==> src/rtl/uart_pkg.sv <==
// Shared definitions for the UART transmit/receive arbitration blocks.
// State encodings, default timeout, and a width helper.
package uart_pkg;

   localparam logic [1:0] S_IDLE      = 2'd0;
   localparam logic [1:0] S_SEND      = 2'd1;
   localparam logic [1:0] S_WAIT_BUSY = 2'd2;
   localparam logic [1:0] S_WAIT_IDLE = 2'd3;

   localparam int unsigned TMO_DEFAULT = 1024;

   // Ceiling log2 with a floor of 1 so single-value ranges still get a bit.
   function automatic int unsigned clog2(input int unsigned v);
      int unsigned r;
      r = 0;
      while ((32'd1 << r) < v) r++;
      return (r == 0) ? 1 : r;
   endfunction

endpackage

==> src/rtl/uart_tx_arb_rr_pick.sv <==
// Combinational round-robin picker: first set request searching upward from
// last_grant+1, wrapping modulo N.
module rr_pick
   import uart_pkg::*;
#(
   parameter  int unsigned N = 4,
   localparam int unsigned W = clog2(N)
) (
   input  logic [N-1:0] req,
   input  logic [W-1:0] last_grant,
   output logic [W-1:0] idx,
   output logic         found
);

   // Walk distances from far to near so the nearest requester is assigned last.
   always_comb begin
      idx   = '0;
      found = 1'b0;
      for (int k = int'(N); k >= 1; k--) begin
         for (int i = 0; i < int'(N); i++) begin
            if (req[i] && (i == ((int'(last_grant) + k) % int'(N)))) begin
               idx   = W'(i);
               found = 1'b1;
            end
         end
      end
   end

endmodule

==> src/rtl/uart_tx_arb.sv <==
// Round-robin, packet-locked arbiter feeding one UART transmit controller,
// pacing bytes on tx_rdy with a timeout against a transmitter that never starts.
module uart_tx_arb
   import uart_pkg::*;
#(
   parameter  int unsigned N_REQ = 4,
   parameter  int unsigned TMO   = TMO_DEFAULT,
   localparam int unsigned GW    = clog2(N_REQ)
) (
   input  logic                 clk,
   input  logic                 rst,
   input  logic [N_REQ-1:0]     req_valid,
   input  logic [8*N_REQ-1:0]   req_data,
   input  logic [N_REQ-1:0]     req_last,
   output logic [N_REQ-1:0]     req_ready,
   output logic [7:0]           tx_din,
   output logic                 tx_din_rdy,
   input  logic                 tx_rdy,
   output logic [GW-1:0]        grant_id,
   output logic                 busy,
   output logic                 tmo_err
);

   localparam int unsigned CW = clog2(TMO);

   logic [1:0]    state_q, state_d;
   logic [GW-1:0] grant_q, grant_d;
   logic [GW-1:0] last_grant_q, last_grant_d;
   logic [7:0]    tx_din_q, tx_din_d;
   logic          tx_din_rdy_q, tx_din_rdy_d;
   logic          lastf_q, lastf_d;
   logic [CW-1:0] cnt_q, cnt_d;
   logic          tmo_err_q, tmo_err_d;

   logic [GW-1:0] pick_idx;
   logic          pick_found;
   logic          sel_valid;
   logic          sel_last;
   logic [7:0]    sel_data;

   rr_pick #(.N(N_REQ)) u_pick (
      .req        (req_valid),
      .last_grant (last_grant_q),
      .idx        (pick_idx),
      .found      (pick_found)
   );

   // Mux out the granted requester's lane.
   always_comb begin
      sel_valid = 1'b0;
      sel_last  = 1'b0;
      sel_data  = '0;
      for (int i = 0; i < int'(N_REQ); i++) begin
         if (grant_q == GW'(i)) begin
            sel_valid = req_valid[i];
            sel_last  = req_last[i];
            sel_data  = req_data[8*i +: 8];
         end
      end
   end

   always_comb begin
      state_d      = state_q;
      grant_d      = grant_q;
      last_grant_d = last_grant_q;
      tx_din_d     = tx_din_q;
      tx_din_rdy_d = 1'b0;
      lastf_d      = lastf_q;
      cnt_d        = cnt_q;
      tmo_err_d    = 1'b0;
      req_ready    = '0;
      case (state_q)
         S_IDLE: begin
            if (pick_found) begin
               grant_d = pick_idx;
               state_d = S_SEND;
            end
         end
         S_SEND: begin
            if (sel_valid && tx_rdy) begin
               req_ready    = N_REQ'(1) << grant_q;
               tx_din_d     = sel_data;
               tx_din_rdy_d = 1'b1;
               lastf_d      = sel_last;
               cnt_d        = '0;
               state_d      = S_WAIT_BUSY;
            end
         end
         S_WAIT_BUSY: begin
            // A real busy indication wins over an expiring timeout.
            cnt_d = cnt_q + CW'(1);
            if (!tx_rdy) begin
               state_d = S_WAIT_IDLE;
            end else if (cnt_q == CW'(TMO - 1)) begin
               tmo_err_d = 1'b1;
               state_d   = S_WAIT_IDLE;
            end
         end
         S_WAIT_IDLE: begin
            if (tx_rdy) begin
               if (lastf_q) begin
                  last_grant_d = grant_q;
                  state_d      = S_IDLE;
               end else begin
                  state_d = S_SEND;
               end
            end
         end
         default: state_d = S_IDLE;
      endcase
   end

   always_ff @(posedge clk) begin
      if (rst) begin
         state_q      <= S_IDLE;
         grant_q      <= '0;
         last_grant_q <= GW'(N_REQ - 1);
         tx_din_q     <= '0;
         tx_din_rdy_q <= 1'b0;
         lastf_q      <= 1'b0;
         cnt_q        <= '0;
         tmo_err_q    <= 1'b0;
      end else begin
         state_q      <= state_d;
         grant_q      <= grant_d;
         last_grant_q <= last_grant_d;
         tx_din_q     <= tx_din_d;
         tx_din_rdy_q <= tx_din_rdy_d;
         lastf_q      <= lastf_d;
         cnt_q        <= cnt_d;
         tmo_err_q    <= tmo_err_d;
      end
   end

   assign tx_din     = tx_din_q;
   assign tx_din_rdy = tx_din_rdy_q;
   assign grant_id   = grant_q;
   assign busy       = (state_q != S_IDLE);
   assign tmo_err    = tmo_err_q;

endmodule

==> config.mk <==
export PLATFORM = sky130hd
export DESIGN_NAME = uart_tx_arb
export DESIGN_NICKNAME = d
export VERILOG_FILES = /design/src/rtl/uart_pkg.sv /design/src/rtl/uart_tx_arb_rr_pick.sv /design/src/rtl/uart_tx_arb.sv
export SDC_FILE = /design/constraint.sdc
export NUM_CORES = 1
export LEC_CHECK = 0
export BUFFER_PORTS_ARGS = -buffer_cell sky130_fd_sc_hd__buf_2
export CAP_MARGIN = 20
export CORE_UTILIZATION = 35
export CTS_CLUSTER_SIZE = 10
export DETAILED_ROUTE_END_ITERATION = 16
export SETUP_SLACK_MARGIN = 0.05
export SLEW_MARGIN = 10
export SYNTH_ARGS = -nofsm -noshare
export SYNTH_HDL_FRONTEND = slang
export SYNTH_SLANG_ARGS = --single-unit
==> constraint.sdc <==
create_clock -name clk -period 3.2 [get_ports clk]
set_input_delay 0 -clock clk [delete_from_list [all_inputs] [get_ports clk]]
set_output_delay 0 -clock clk [all_outputs]
set_load 0.005 [all_outputs]
# Word level (Yosys, flattened, before mapping)
# Index checks and enable logic that the tools add are counted.
[totals]
ff_bits = 27
in_bits = 43
out_inout_bits = 17
word_cells = 136
[classes]
addsub = 5
eq_ne = 23
n_shift = 1
muxes = 56
bitwise_logic = 7
n_reduce_logical = 36
[ops]
columns = ["operator", "count"]
rows = [
  ["logical NOT 32 bit", 4],
  ["2-to-1 mux 2 bit", 19],
  ["2-to-1 mux 8 bit", 4],
  ["2-to-1 mux 1 bit", 28],
  ["== test 3 bit, first input constant", 8],
  ["case mux 10 bit (2 select lines)", 1],
  ["logical AND 1 bit", 17],
  ["== test 2 x 3 -> 1 bit, first input constant", 4],
  ["adder 10 x 1 -> 10 bit, second input constant", 1],
  ["== test 10 bit, second input constant", 1],
  ["2-to-1 mux 10 bit", 1],
  ["OR reduction 2 bit", 5],
  ["== test 2 bit, second input constant", 4],
  ["2-to-1 mux 4 bit", 2],
  ["case mux 2 bit (4 select lines)", 1],
  ["inequality test 2 bit, second input constant", 3],
  ["AND reduction 2 bit", 3],
  ["adder 2 x 1 -> 2 bit, second input constant", 2],
  ["adder 2 bit, second input constant", 2],
  ["bitwise AND 1 bit, first input constant", 4],
  ["== test 2 x 1 -> 1 bit, second input constant", 2],
  ["logical NOT 2 bit", 2],
  ["AND reduction 4 bit", 1],
  ["nonzero test 2 bit", 2],
  ["5 further kinds", 7],
]

# Logic depth before layout (Yosys ltp)
[depth]
depth_word = 23
ltp_mapped = 7
ltp_nobuf = 6

# Hierarchy
# From an unflattened synthesis, not the netlist that was laid out.
[unflattened]
hier_cells = 183
area_unflattened_um2 = 1669.1
[modules_own_cells]
columns = ["mod", "instances", "cells_each", "area_each_um2", "seq_area_each_um2"]
rows = [
  ["uart_tx_arb", 1, 169, 1587.8, 540.5],
  ["rr_pick", 1, 14, 81.3, 0.0],
]

# Worst setup path after synthesis
# Ideal clock, no wire load.
[synth_timing]
path_type = "reg-to-reg"
startpoint = "reg state_q[0]"
endpoint = "reg cnt_q[2]"
setup_time_ns = 0.072
t_arrival_ns = 1.650
t_required_ns = 3.128
slack_ns = 1.478
stages_incl_launch_ff = 8
period_less_slack_ns = 1.722
path_cell_list = "dfxtp_1 inv_1 ha_1 buf_1 and4b_1 a221oi_1 nand2_1 mux2i_1"
[synth_via]
elab_chain_cells = 3
word_cells_on_any_way = 6
classes_between = "eq/ne: 3; mux: 1; reduce/logical: 2"
[synth_rtl]
columns = ["element", "line", "rtl"]
rows = [
  ["from (decl)", "uart_tx_arb.sv:26", "logic [1:0] state_q, state_d;"],
  ["from (signal assigned)", "uart_tx_arb.sv:124", "state_q <= state_d;"],
  ["== test 2 x 1 -> 1 bit or == test 2 bit (tied branches)", "uart_tx_arb.sv:72", "case (state_q)"],
  ["inequality test 2 bit (no source line) or nonzero test 2 bit (tied branches)", "-", ""],
  ["AND reduction 2 bit (no source line)", "-", ""],
  ["to (signal assigned)", "uart_tx_arb.sv:130", "cnt_q <= cnt_d;"],
  ["to (decl)", "uart_tx_arb.sv:32", "logic [CW-1:0] cnt_q, cnt_d;"],
]
# Several ways; a longest one is shown, not always the timed one.
# A chain may end at the register's enable or synchronous reset.

# Worst setup path in the final report
[layout_timing]
startpoint = "reg state_q[1]"
endpoint = "reg cnt_q[5]"
# Same word-level chain as after synthesis.

==> metrics.csv <==
stage;metric;value;unit
yosys;Mapped Cells;183;
sta;worst-margin pin slew;0.835;ns
routing;ANT nets after route;0;
cells_and_area;multi-input gate area in the final layout;0.00109;mm^2
outcome;outcome;complete, no violations;
cells_and_area;Post-layout nets;287;
yosys;area of the mapped netlist;0.00170;mm^2
routing;first drt pass iteration count;4;
clock_network;CTS tree;yes;
cells_and_area;share of post-route cells with drive strength above 1;31.1;%
setup_path;crit path DAT;2.49;ns
setup_path;Crit. Startpoint;state_q[1];
yosys;Net Count, Synth;231;
clock_network;CTS Sinks;27;
grt;GR Overflow Total;0;
power_and_ir_drop;pwr/cell area;524;mW/mm^2
floorplan;Die ar.;0.00514;mm^2
setup_path;Worst R2R Path Depth;6;
yosys;top post-synthesis cells by area;dfxtp_1, mux4_1, nand2_1;
clock_network;total CTS buffers;3;
grt;All-Layer GR Usage;16.9;%
grt;first-pass GRT wire length;6800;um
routing;DR WL/cell;14.6;um
placement;# port buffers;59;
setup_path;reg2reg setup slack;0.92;ns
routing;residual DRC count;0;
yosys;Mean Syn Cell Area;9.28;um^2
cells_and_area;Layout fillers;482;
sta;Final Hold Fails;0;
yosys;Post-Synth XOR/XNOR Area;0;%
hold_path;Hold Path Depth;4;
setup_path;Max Fanout on Critical Path;19;
yosys;Synth Area in Compound Gates;20.3;%
cells_and_area;Util after Layout;46.0;%
floorplan;# IOs;60;
cells_and_area;ANT cells;0;
sta;max-slew violation count;0;
floorplan;Core Footprint;0.00450;mm^2
routing;WL final;4240;um
setup_path;startpoint types;register;
sta;Worst slew margin;44.3;%
yosys;register area share after synthesis;31.8;%
sta;Max Clock Skew;0.00434;ns
sta;RSZ-0062 raised after global routing;false;
yosys;post-synthesis mux area share;19.1;%
clock_network;Setup Buffers After CTS;0;
clock_network;depth of the CTS H-tree;1;
clock_network;# hold bufs at CTS;0;
power_and_ir_drop;leakage;0.868;nW
yosys;asr flop ratio synth;0;%
yosys;EDFF count, synth;0;
sta;max frequency;0.438;GHz
floorplan;starting density of the core;37.7;%
routing;number of DRC markers in iteration 0;79;
yosys;simple-gate share of the synthesized area;21.1;%
yosys;Yosys warning total;0;
floorplan;Rows;24;
clock_network;Post-CTS Resized;0;
setup_path;CP Class;reg2reg;
yosys;Synth top cells by count;nand2_1, dfxtp_1, a21oi_1;
yosys;largest family of logic cells by synthesized area;simple AND/OR/NAND/NOR gates;
yosys;Top FF cell, synth;dfxtp_1;
setup_path;RR Endpoint;cnt_q[5];
cells_and_area;register area;541;um^2
sta;Setup TNS Final;0;ns
grt;initial antenna violation count;0;
placement;RD Place Congestion;0.793;
setup_path;r2r startpoint;state_q[1];
grt;largest net degree at the start of global routing;23;
flow_run;Max-Cap Viols;0;
routing;Vias;1578;
power_and_ir_drop;Worst IR Drop VDD;0.308;mV
clock_network;clock latency on the worst-skew pair;0.28;ns
floorplan;Die X;71.7;um
yosys;Yosys top cell by area;dfxtp_1;
routing;Vias/cell;5.44;
clock_network;Clock transition at path regs;0.10;ns
cells_and_area;Area Overhead vs Synth;21.9;%
clock_network;clock root cell;clkbuf_8;
floorplan;die height;71.7;um
grt;vias in the first global route;1482;
clock_network;clk buf depth;2;
yosys;Synth Register Bits;27;
hold_path;Hold Crit Class;in2reg;
yosys;Synth Area in Adders;3.68;%
setup_path;crit path capture type;register;
sta;fin crit share;71.3;%
placement;estimated wirelength of the detail-placed design;3220;um
setup_path;Worst EP required;3.41;ns
sta;final setup fails;0;
yosys;share of the synthesized area in the top cell type;31.8;%
yosys;Netlist cell types;44;
setup_path;Setup crit end;cnt_q[5];
sta;minimum clock period;2.28;ns
yosys;top-count cell post-synth;nand2_1;
hold_path;hold_sp;req_valid[0];
## where the power goes
group          internal (mW)  total [mW]  switching, mW
combinational          0.214       0.492          0.278
sequential             0.371       0.394         0.0225
clock                 0.0885       0.200          0.111
## registers in the layout (all words and copies together), names as in the netlist
name          flops
state_q           2
tx_din_rdy        1
cnt_q            10
tmo_err           1
lastf_q           1
grant_id          2
tx_din            8
last_grant_q      2
## worst min-delay path by stage
| stage | slack, ns | endpoint |
|---|---|---|
| global placement | 0.38 | tx_din_rdy |
| global route | 0.13 | tx_din_rdy |
| detailed placement | 0.38 | tx_din_rdy |
| finish | 0.10 | grant_id[0] |
| floorplan | 0.18 | state_q[1] |
| CTS | 0.1 | grant_id[0] |
## routing by layer
layer	up-vias	global-route usage, %	share of wire, %
li1	813	-	-
met1	735	20.2	45
met4	0	5.23	0.90
met2	28	30.3	51
met3	2	3.38	3.6
met5	-	0	0
## kinds of logic after synthesis
family | Yosys count
compound gates | 47
fa+ha+maj | 5
buf+inv | 15
flops | 27
mux | 19
simple gates | 70
## area by class of cell
class                   count  area share, %
flip-flops and latches     27           26.1
clock inverters             1          0.362
clock buffers               3           1.99
inverters                   5          0.906
repair buffers             61           15.0
well taps                  52           3.14
multi-input cells         141           52.5
## critical path, stage by stage (launching register included)
cell,delay [ns]
dfxtp_1,0.40
inv_1,0.09
ha_1,0.29
and3_1,0.24
a22oi_2,0.70
o21bai_1,0.31
a21oi_1,0.18
## metrics by stage
step	cells	hold slack (ns)	setup WS, ns	total power [mW]	area (um^2)
floorplan	183	0.180	1.48	0.763	1700
global placement	286	0.381	0.965	0.892	2020
detailed placement	286	0.378	0.893	0.898	2020
CTS	290	0.0981	0.862	1.10	2070
global route	290	0.130	0.676	1.16	2070
finish	290	0.105	0.919	1.08	2070
## cells in the final DEF (no fill, tap or decap), drive strengths merged, types with 2 or more instances in the layout
cell type  count
mux2i          8
or4            3
a21oi         19
ha             5
a221oi         3
o221a          2
dfxtp         27
mux4           9
o41ai          4
mux2           2
inv            5
nand3          8
o21ai          4
o31ai          2
nor2           7
nand2b         9
o221ai         3
and3           2
clkbuf         3
a2111o         4
and3b          2
buf           61
nand2         29
Note: power is estimated with default switching activity, not from simulation.
